`src/rtl/calendario_semanal_pkg.sv`:
```
// Day-of-week codes and helpers shared by the weekly calendar and the weekday decoder.
package calendario_semanal_pkg;

  typedef logic [2:0] dia_t;

  localparam dia_t DIA_INV = 3'b000;
  localparam dia_t SEG     = 3'b001;
  localparam dia_t TER     = 3'b010;
  localparam dia_t QUA     = 3'b011;
  localparam dia_t QUI     = 3'b100;
  localparam dia_t SEX     = 3'b101;
  localparam dia_t SAB     = 3'b110;
  localparam dia_t DOM     = 3'b111;

  // Domingo rolls over to segunda; 000 is never produced.
  function automatic dia_t next_day(input dia_t code);
    next_day = (code == DOM) ? SEG : dia_t'(code + 3'd1);
  endfunction

endpackage

```
`src/rtl/calendario_semanal_dia_flags.sv`:
```
// Combinational decode of a day code into the even-day, domingo and weekend flags.
module dia_flags
  import calendario_semanal_pkg::*;
(
  input  logic [2:0] day_i,
  output logic       p_o,
  output logic       dom_o,
  output logic       fds_o
);

  assign p_o   = ~day_i[0];
  assign dom_o = (day_i == DOM);
  assign fds_o = (day_i == SAB) || (day_i == DOM);

endmodule

```
`src/rtl/calendario_semanal.sv`:
```
// Weekly day tracker: day register, week counter with wrap pulse, day alarm and checked load.
module calendario_semanal
  import calendario_semanal_pkg::*;
#(
  parameter int         WEEK_W    = 6,
  parameter logic [2:0] FIRST_DAY = 3'b001
) (
  input  logic              clk,
  input  logic              rst,
  input  logic              adv,
  input  logic              ld,
  input  logic [2:0]        ld_day,
  input  logic              alm_en,
  input  logic [2:0]        alm_day,
  output logic [2:0]        day,
  output logic              p,
  output logic              dom,
  output logic              fds,
  output logic [WEEK_W-1:0] week_cnt,
  output logic              week_wrap,
  output logic              alm,
  output logic              ld_err
);

  dia_t              day_q, day_d;
  logic [WEEK_W-1:0] week_q, week_d;
  logic              wrap_q, wrap_d;
  logic              alm_q, alm_d;
  logic              lderr_q, lderr_d;
  dia_t              nxt;

  assign nxt = next_day(day_q);

  // Load wins over advance; a rejected load only raises ld_err.
  always_comb begin
    day_d   = day_q;
    week_d  = week_q;
    wrap_d  = 1'b0;
    alm_d   = 1'b0;
    lderr_d = 1'b0;
    if (ld) begin
      if (ld_day != DIA_INV) day_d = ld_day;
      else                   lderr_d = 1'b1;
    end else if (adv) begin
      day_d = nxt;
      alm_d = alm_en && (alm_day != DIA_INV) && (nxt == alm_day);
      if (day_q == DOM) begin
        week_d = week_q + 1'b1;
        wrap_d = &week_q;
      end
    end
  end

  always_ff @(posedge clk) begin
    if (rst) begin
      day_q   <= FIRST_DAY;
      week_q  <= '0;
      wrap_q  <= 1'b0;
      alm_q   <= 1'b0;
      lderr_q <= 1'b0;
    end else begin
      day_q   <= day_d;
      week_q  <= week_d;
      wrap_q  <= wrap_d;
      alm_q   <= alm_d;
      lderr_q <= lderr_d;
    end
  end

  dia_flags u_flags (
    .day_i (day_q),
    .p_o   (p),
    .dom_o (dom),
    .fds_o (fds)
  );

  assign day       = day_q;
  assign week_cnt  = week_q;
  assign week_wrap = wrap_q;
  assign alm       = alm_q;
  assign ld_err    = lderr_q;

endmodule

```
`config.mk`:
```
export PLATFORM = sky130hd
export DESIGN_NAME = calendario_semanal
export DESIGN_NICKNAME = d
export VERILOG_FILES = /design/src/rtl/calendario_semanal_pkg.sv /design/src/rtl/calendario_semanal_dia_flags.sv /design/src/rtl/calendario_semanal.sv
export SDC_FILE = /design/constraint.sdc
export NUM_CORES = 1
export LEC_CHECK = 0
export CAP_MARGIN = 25
export CORE_UTILIZATION = 37
export CTS_CLUSTER_DIAMETER = 40
export DETAILED_ROUTE_END_ITERATION = 10
export MAX_ROUTING_LAYER = met4
export PLACE_DENSITY = 0.78
export REMOVE_ABC_BUFFERS = 1
export SLEW_MARGIN = 20
export SYNTH_ARGS = -nofsm -noshare
export SYNTH_HDL_FRONTEND = slang
export SYNTH_HIERARCHICAL = 1
export SYNTH_SLANG_ARGS = --single-unit
```
`constraint.sdc`:
```
create_clock -name clk -period 1.5 [get_ports clk]
set_clock_uncertainty 0.1 [all_clocks]
set_input_delay 0.45 -clock clk [delete_from_list [all_inputs] [get_ports clk]]
set_output_delay 0.45 -clock clk [all_outputs]
set_load 0.005 [all_outputs]
```
==> run metrics, run 1 <==
Clock Path Buffers=2; most common cell after layout, fill and taps aside=buf_4; reg2reg setup slack=-0.12 ns; Area growth syn-to-layout=81.7%; I/O pin cnt=26; port bufs=25; Final Hold Fails=0; Crit. Startpoint=day[0]; Pins Over Slew Limit=0; WL final=between 1500 and 2000 um; Fill cells=120; Syn Area/Cell=between 9 and 10 um^2; Antenna Cells=0; biggest cell delay along the critical path=approximately 0.34 ns; Slowest cell on crit path=dfxtp_2; clk_lat worst skew=around 0.27 ns; CP cell instances=buf_6 -> ha_4 -> ha_4 -> and4b_2 -> nand3_2 -> mux2_4; Root Buffer=clkbuf_4; commonest cells after routing, fill and taps aside=17 x buf_4, 13 x dlygate4sd2_1, 7 x dfxtp_2; layout cell share with drive strength beyond 1=0.437; leakage=roughly 0.00056 uW; GRT Residual Overflow=0; Worst EP arrival=around 1.7 ns; core area=between 1500 and 2000 um^2; Hold Crit Start=week_cnt[4]; CTS Buf Count=3; MaxCap Viol Count=0; slew margin rel.=0.816; RSZ-0062 raised after global routing=yes; worst reg2reg path depth=6; via/cell ratio=roughly 5.2; Worst Path Buf+Inv=1; routed wire length per instance=about 14 um; Top delay family on crit path=flip-flops; pre-CTS setup slack=-0.468 ns; nets@finish=134; Endpoint, Worst Hold=week_wrap; EDFF count, synth=0; total die area=1870 um^2; vias in the first global route=roughly 740; GP Congestion=around 0.8; chip height=about 43 um; Residual DRC=0; pwr/cell area=slightly below 700 nW/um^2; startpoint types=flip-flop; reg2reg start=day[0]; Detail Route Antenna Nets=0; Period Utilization, post-route=1.08; Final WS setup=-0.116 ns; H-tree depth=1; status=finished, violations left; CTS tree=built; Syn Inst Count=70; yosys warns=6; HPWL after DPL=between 1000 and 1500 um; Initial Utilization=0.409; CP Max Fanout=3; Period minus WS final=around 1.6 ns; library cells used by synthesis=29; failing checks=negative setup slack; Crit path top cell by count=ha_4; largest net degree at the start of global routing=9; drt first pass iters=4; crit path capture type=flip-flop; area of the multi-input gates=between 400 and 500 um^2; Setup Viol. Count Final=7; critical path class=reg2reg; initial antenna violation count=0; clock sink total=12; global-route wire length before repair=around 3000 um; class of the worst hold path=reg2reg; drt first-iter violations=15; Worst Path Required=around 1.6 ns; slew at the pin closest to its max-slew limit=0.275 ns; Via Count=slightly below 700; Reg-to-Reg End=week_cnt[4]; sequential fraction of the synthesis area=0.381; Peak VDD IR=about 0.47 mV; Achievable Freq=around 620 MHz; die width=roughly 43 um; Final Util=0.744; Hold Path Depth=3; storage element area=between 200 and 300 um^2; Synth Register Bits=12; row count=14; clk slew on worst S/H paths=approximately 0.07 ns; GRT Util Overall=0.221; ys flop type=dfxtp_1; setup TNS=-0.489 ns; Synth Cell Area=roughly 630 um^2; Post-synth ARST share=0
==> area by class of cell <==
class / count / area share
Inverter: 1 / 0.00328
Tap cell: 16 / 0.0175
Multi-Input combinational cell: 55 / 0.377
Clock buffer: 4 / 0.0317
Timing Repair Buffer: 47 / 0.350
Sequential cell: 12 / 0.221
==> sequential cells by signal (all words and copies together) (netlist names) <==
name / flops
alm: 1
ld_err: 1
week_wrap: 1
day: 3
week_cnt: 6
==> layer usage <==
| metal | track usage | vias to the layer above | wire, um |
|---|---|---|---|
| met4 | 0.145 | 0 | 46 |
| met3 | 0.0511 | 4 | 115 |
| li1 | - | 347 | - |
| met5 | - | - | 0 |
| met1 | 0.214 | 312 | 724 |
| met2 | 0.385 | 33 | 1000 |
==> cell usage after synthesis (all sizes together), types with 2 or more instances <==
library cell | number | area, um^2
dfxtp | 12 | 240
mux2i | 2 | 20.0
or3 | 3 | 18.8
ha | 3 | 37.5
mux2 | 2 | 22.5
o21ai | 3 | 15.0
nor2 | 7 | 26.3
nand2 | 5 | 18.8
xor2 | 2 | 17.5
nand2b | 2 | 12.5
nor2b | 4 | 25.0
xnor2 | 2 | 17.5
nand3 | 3 | 15.0
a21oi | 5 | 25.0
==> worst max path at each step <==
stage / to / cells past startpoint
final: week_cnt[4] / 6
after global routing: week_cnt[4] / 6
after CTS: dom / 3
after detailed placement: day[2] / 5
after global placement: week_cnt[3] / 4
after floorplan: week_cnt[3] / 5
==> worst reg2reg max path, cell delays in order (launching register included) <==
cell     delay [ns]
dfxtp_2        0.34
buf_6          0.12
ha_4           0.16
ha_4           0.15
and4b_2        0.25
nand3_2        0.09
mux2_4         0.29
==> logic make-up after synthesis <==
family	share of synthesized area
mux	0.0675
fa+ha+maj	0.0595
buf+inv	0.0297
flops	0.381
xor+xnor	0.0556
compound gates	0.0913
simple gates	0.315
==> power breakdown <==
group          switching (uW)  internal (uW)
Combinational            80.0            119
Clock                     108            148
Sequential               7.65            328
Total                     195            594
==> per-stage QoR <==
stage	total power [uW]	hold WS [ns]	std cells	instance area, um^2
2_1_floorplan	400	0.360	68	616
3_3_place_gp	499	0.368	124	998
3_5_place_dp	503	0.371	124	998
4_1_cts	785	0.480	135	1140
5_1_grt	825	0.515	135	1150
6_report	790	0.502	135	1150
==> timing repair <==
item,in CTS,in global routing
gates cloned,0,0
endpoints found under the setup margin,22,12
hold buffers,0,0
resized for setup,50,10
buffers inserted,7,1
pin swaps,6,4
(Power assumes the default switching activity.)
==> run 2, diff against run 1 <==
--- a/config.mk
+++ b/config.mk
@@ -9,6 +9,7 @@
 export CORE_UTILIZATION = 37
 export CTS_CLUSTER_DIAMETER = 40
 export DETAILED_ROUTE_END_ITERATION = 10
+export GPL_ROUTABILITY_DRIVEN = 0
 export MAX_ROUTING_LAYER = met4
 export PLACE_DENSITY = 0.78
 export REMOVE_ABC_BUFFERS = 1
@@ -17,3 +18,4 @@
 export SYNTH_HDL_FRONTEND = slang
 export SYNTH_HIERARCHICAL = 1
 export SYNTH_SLANG_ARGS = --single-unit
+export TNS_END_PERCENT = 5
==> run metrics, run 2 (synthesis gave the netlist of run 1 again) <==
routed wire length per instance=13.9 um; GRT Residual Overflow=0; clk slew on worst S/H paths=0.07 ns; Worst Path Buf+Inv=1; biggest cell delay along the critical path=between 0.3 and 0.4 ns; setup TNS=-0.540 ns; die width=43.3 um; Setup Viol. Count Final=8; Detail Route Antenna Nets=0; Via Count=around 710; MaxCap Viol Count=0; RSZ-0062 raised after global routing=yes; Peak VDD IR=approximately 0.46 mV; class of the worst hold path=reg2reg; max reg flops=6; HPWL after DPL=around 1300 um; commonest cells after routing, fill and taps aside=17 x buf_4, 14 x dlygate4sd2_1, 7 x nor2_1, 7 x dfxtp_2; reg2reg setup slack=-0.11 ns; slew at the pin closest to its max-slew limit=between 0.2 and 0.3 ns; drt first-iter violations=10; drt first pass iters=4; port bufs=25; GRT Util Overall=0.209; failing checks=negative setup slack; startpoint types=flip-flop; clock sink total=12; pre-CTS setup slack=-0.468 ns; Area growth syn-to-layout=78.6%; Endpoint, Worst Hold=week_wrap; critical path class=reg2reg; initial antenna violation count=0; Achievable Freq=622 MHz; status=finished, violations left; WL final=between 1500 and 2000 um; total die area=1870 um^2; Crit path top cell by count=ha_4; row count=14; Pins Over Slew Limit=0; CP cell instances=buf_6 -> ha_4 -> ha_4 -> and4b_2 -> nand3_2 -> mux2_4; Final WS setup=-0.107 ns; Root Buffer=clkbuf_4; core area=approximately 1500 um^2; largest net degree at the start of global routing=9; global-route wire length before repair=about 2800 um; crit path capture type=flip-flop; slew margin rel.=0.816; reg2reg start=day[0]; Worst EP arrival=between 1.5 and 2 ns; Final Util=0.731; Clock Path Buffers=2; Final Hold Fails=0; placed cells=124; Top delay family on crit path=simple AND/OR/NAND/NOR gates; Hold Crit Start=week_cnt[4]; clk_lat worst skew=between 0.2 and 0.3 ns; Period minus WS final=1.61 ns; vias in the first global route=a little over 700; Initial Utilization=0.409; Worst Path Required=between 1.5 and 2 ns; Period Utilization, post-route=1.07; Slowest cell on crit path=dfxtp_2; H-tree depth=1; Residual DRC=0; Reg-to-Reg End=week_cnt[4]; CTS tree=built; chip height=about 43 um; CP Max Fanout=3; via/cell ratio=about 5.3; worst reg2reg path depth=6; most common cell after layout, fill and taps aside=buf_4; final std cells w/o fill=134; Antenna Cells=0; pwr/cell area=698 nW/um^2; leakage=between 0.0005 and 0.0006 uW; # hold bufs at CTS=0; CTS Buf Count=3; layout cell share with drive strength beyond 1=0.407; Hold Path Depth=2; I/O pin cnt=26; nets@finish=133
[run 2: changes by cell type in the layout (fill, tap and decap cells not counted), sizes merged]
cell / delta
buf: -3
clkbuf: +1
dlygate4sd2: +1
[run 2: cell type report]
type	instances	area [um^2]
inverters	1	3.75
flip-flops and latches	12	253
clock buffers	4	36.3
well taps	16	20.0
fillers	118	415
repair buffers	46	388
multi-input cells	55	425
[run 2: how the worst max path moves through the flow]
stage               startpoint     endpoint  cells after the start
finish                  day[0]  week_cnt[4]                      6
global route            day[0]  week_cnt[4]                      6
CTS                     day[1]          dom                      3
detailed placement          ld       day[2]                      5
global placement            ld  week_cnt[3]                      4
floorplan               day[0]  week_cnt[3]                      5
[run 2: what timing repair did]
| action | CTS | global route |
|---|---|---|
| buffers inserted | 4 | 2 |
| pin swaps | 5 | 4 |
| gates resized for setup | 42 | 11 |
| endpoints found under the setup margin | 22 | 13 |
[run 2: report_power, final]
part	switching, uW	internal [uW]	leakage [uW]
registers	6.56	328	0.000101
logic	80.0	117	0.000430
clock network	108	148	0.0000210
total	194	592	0.000552
[run 2: metal layers]
metal / wire length (um) / share of wire / track usage / up-vias
li1: - / - / - / 345
met1: 724 / 0.39 / 0.222 / 334
met2: 1010 / 0.54 / 0.361 / 29
met3: 99 / 0.053 / 0.0383 / 6
met4: 35 / 0.019 / 0.109 / 0
met5: 0 / 0 / - / -
[run 2: worst register-to-register path: cells and delay by family (launching register included)]
kind	cells	cell delay, ns
AND/OR/NAND/NOR	2	0.34
buffers and inverters	1	0.12
adder cells (fa/ha/maj)	2	0.31
flip-flops	1	0.33
multiplexers	1	0.29
[run 2: metrics by stage]
step,total power (uW),hold WS [ns],area [um^2]
floorplan,400,0.360,616
finish,786,0.391,1130
detailed placement,503,0.371,998
global placement,499,0.368,998
global route,817,0.411,1130
CTS,777,0.378,1100
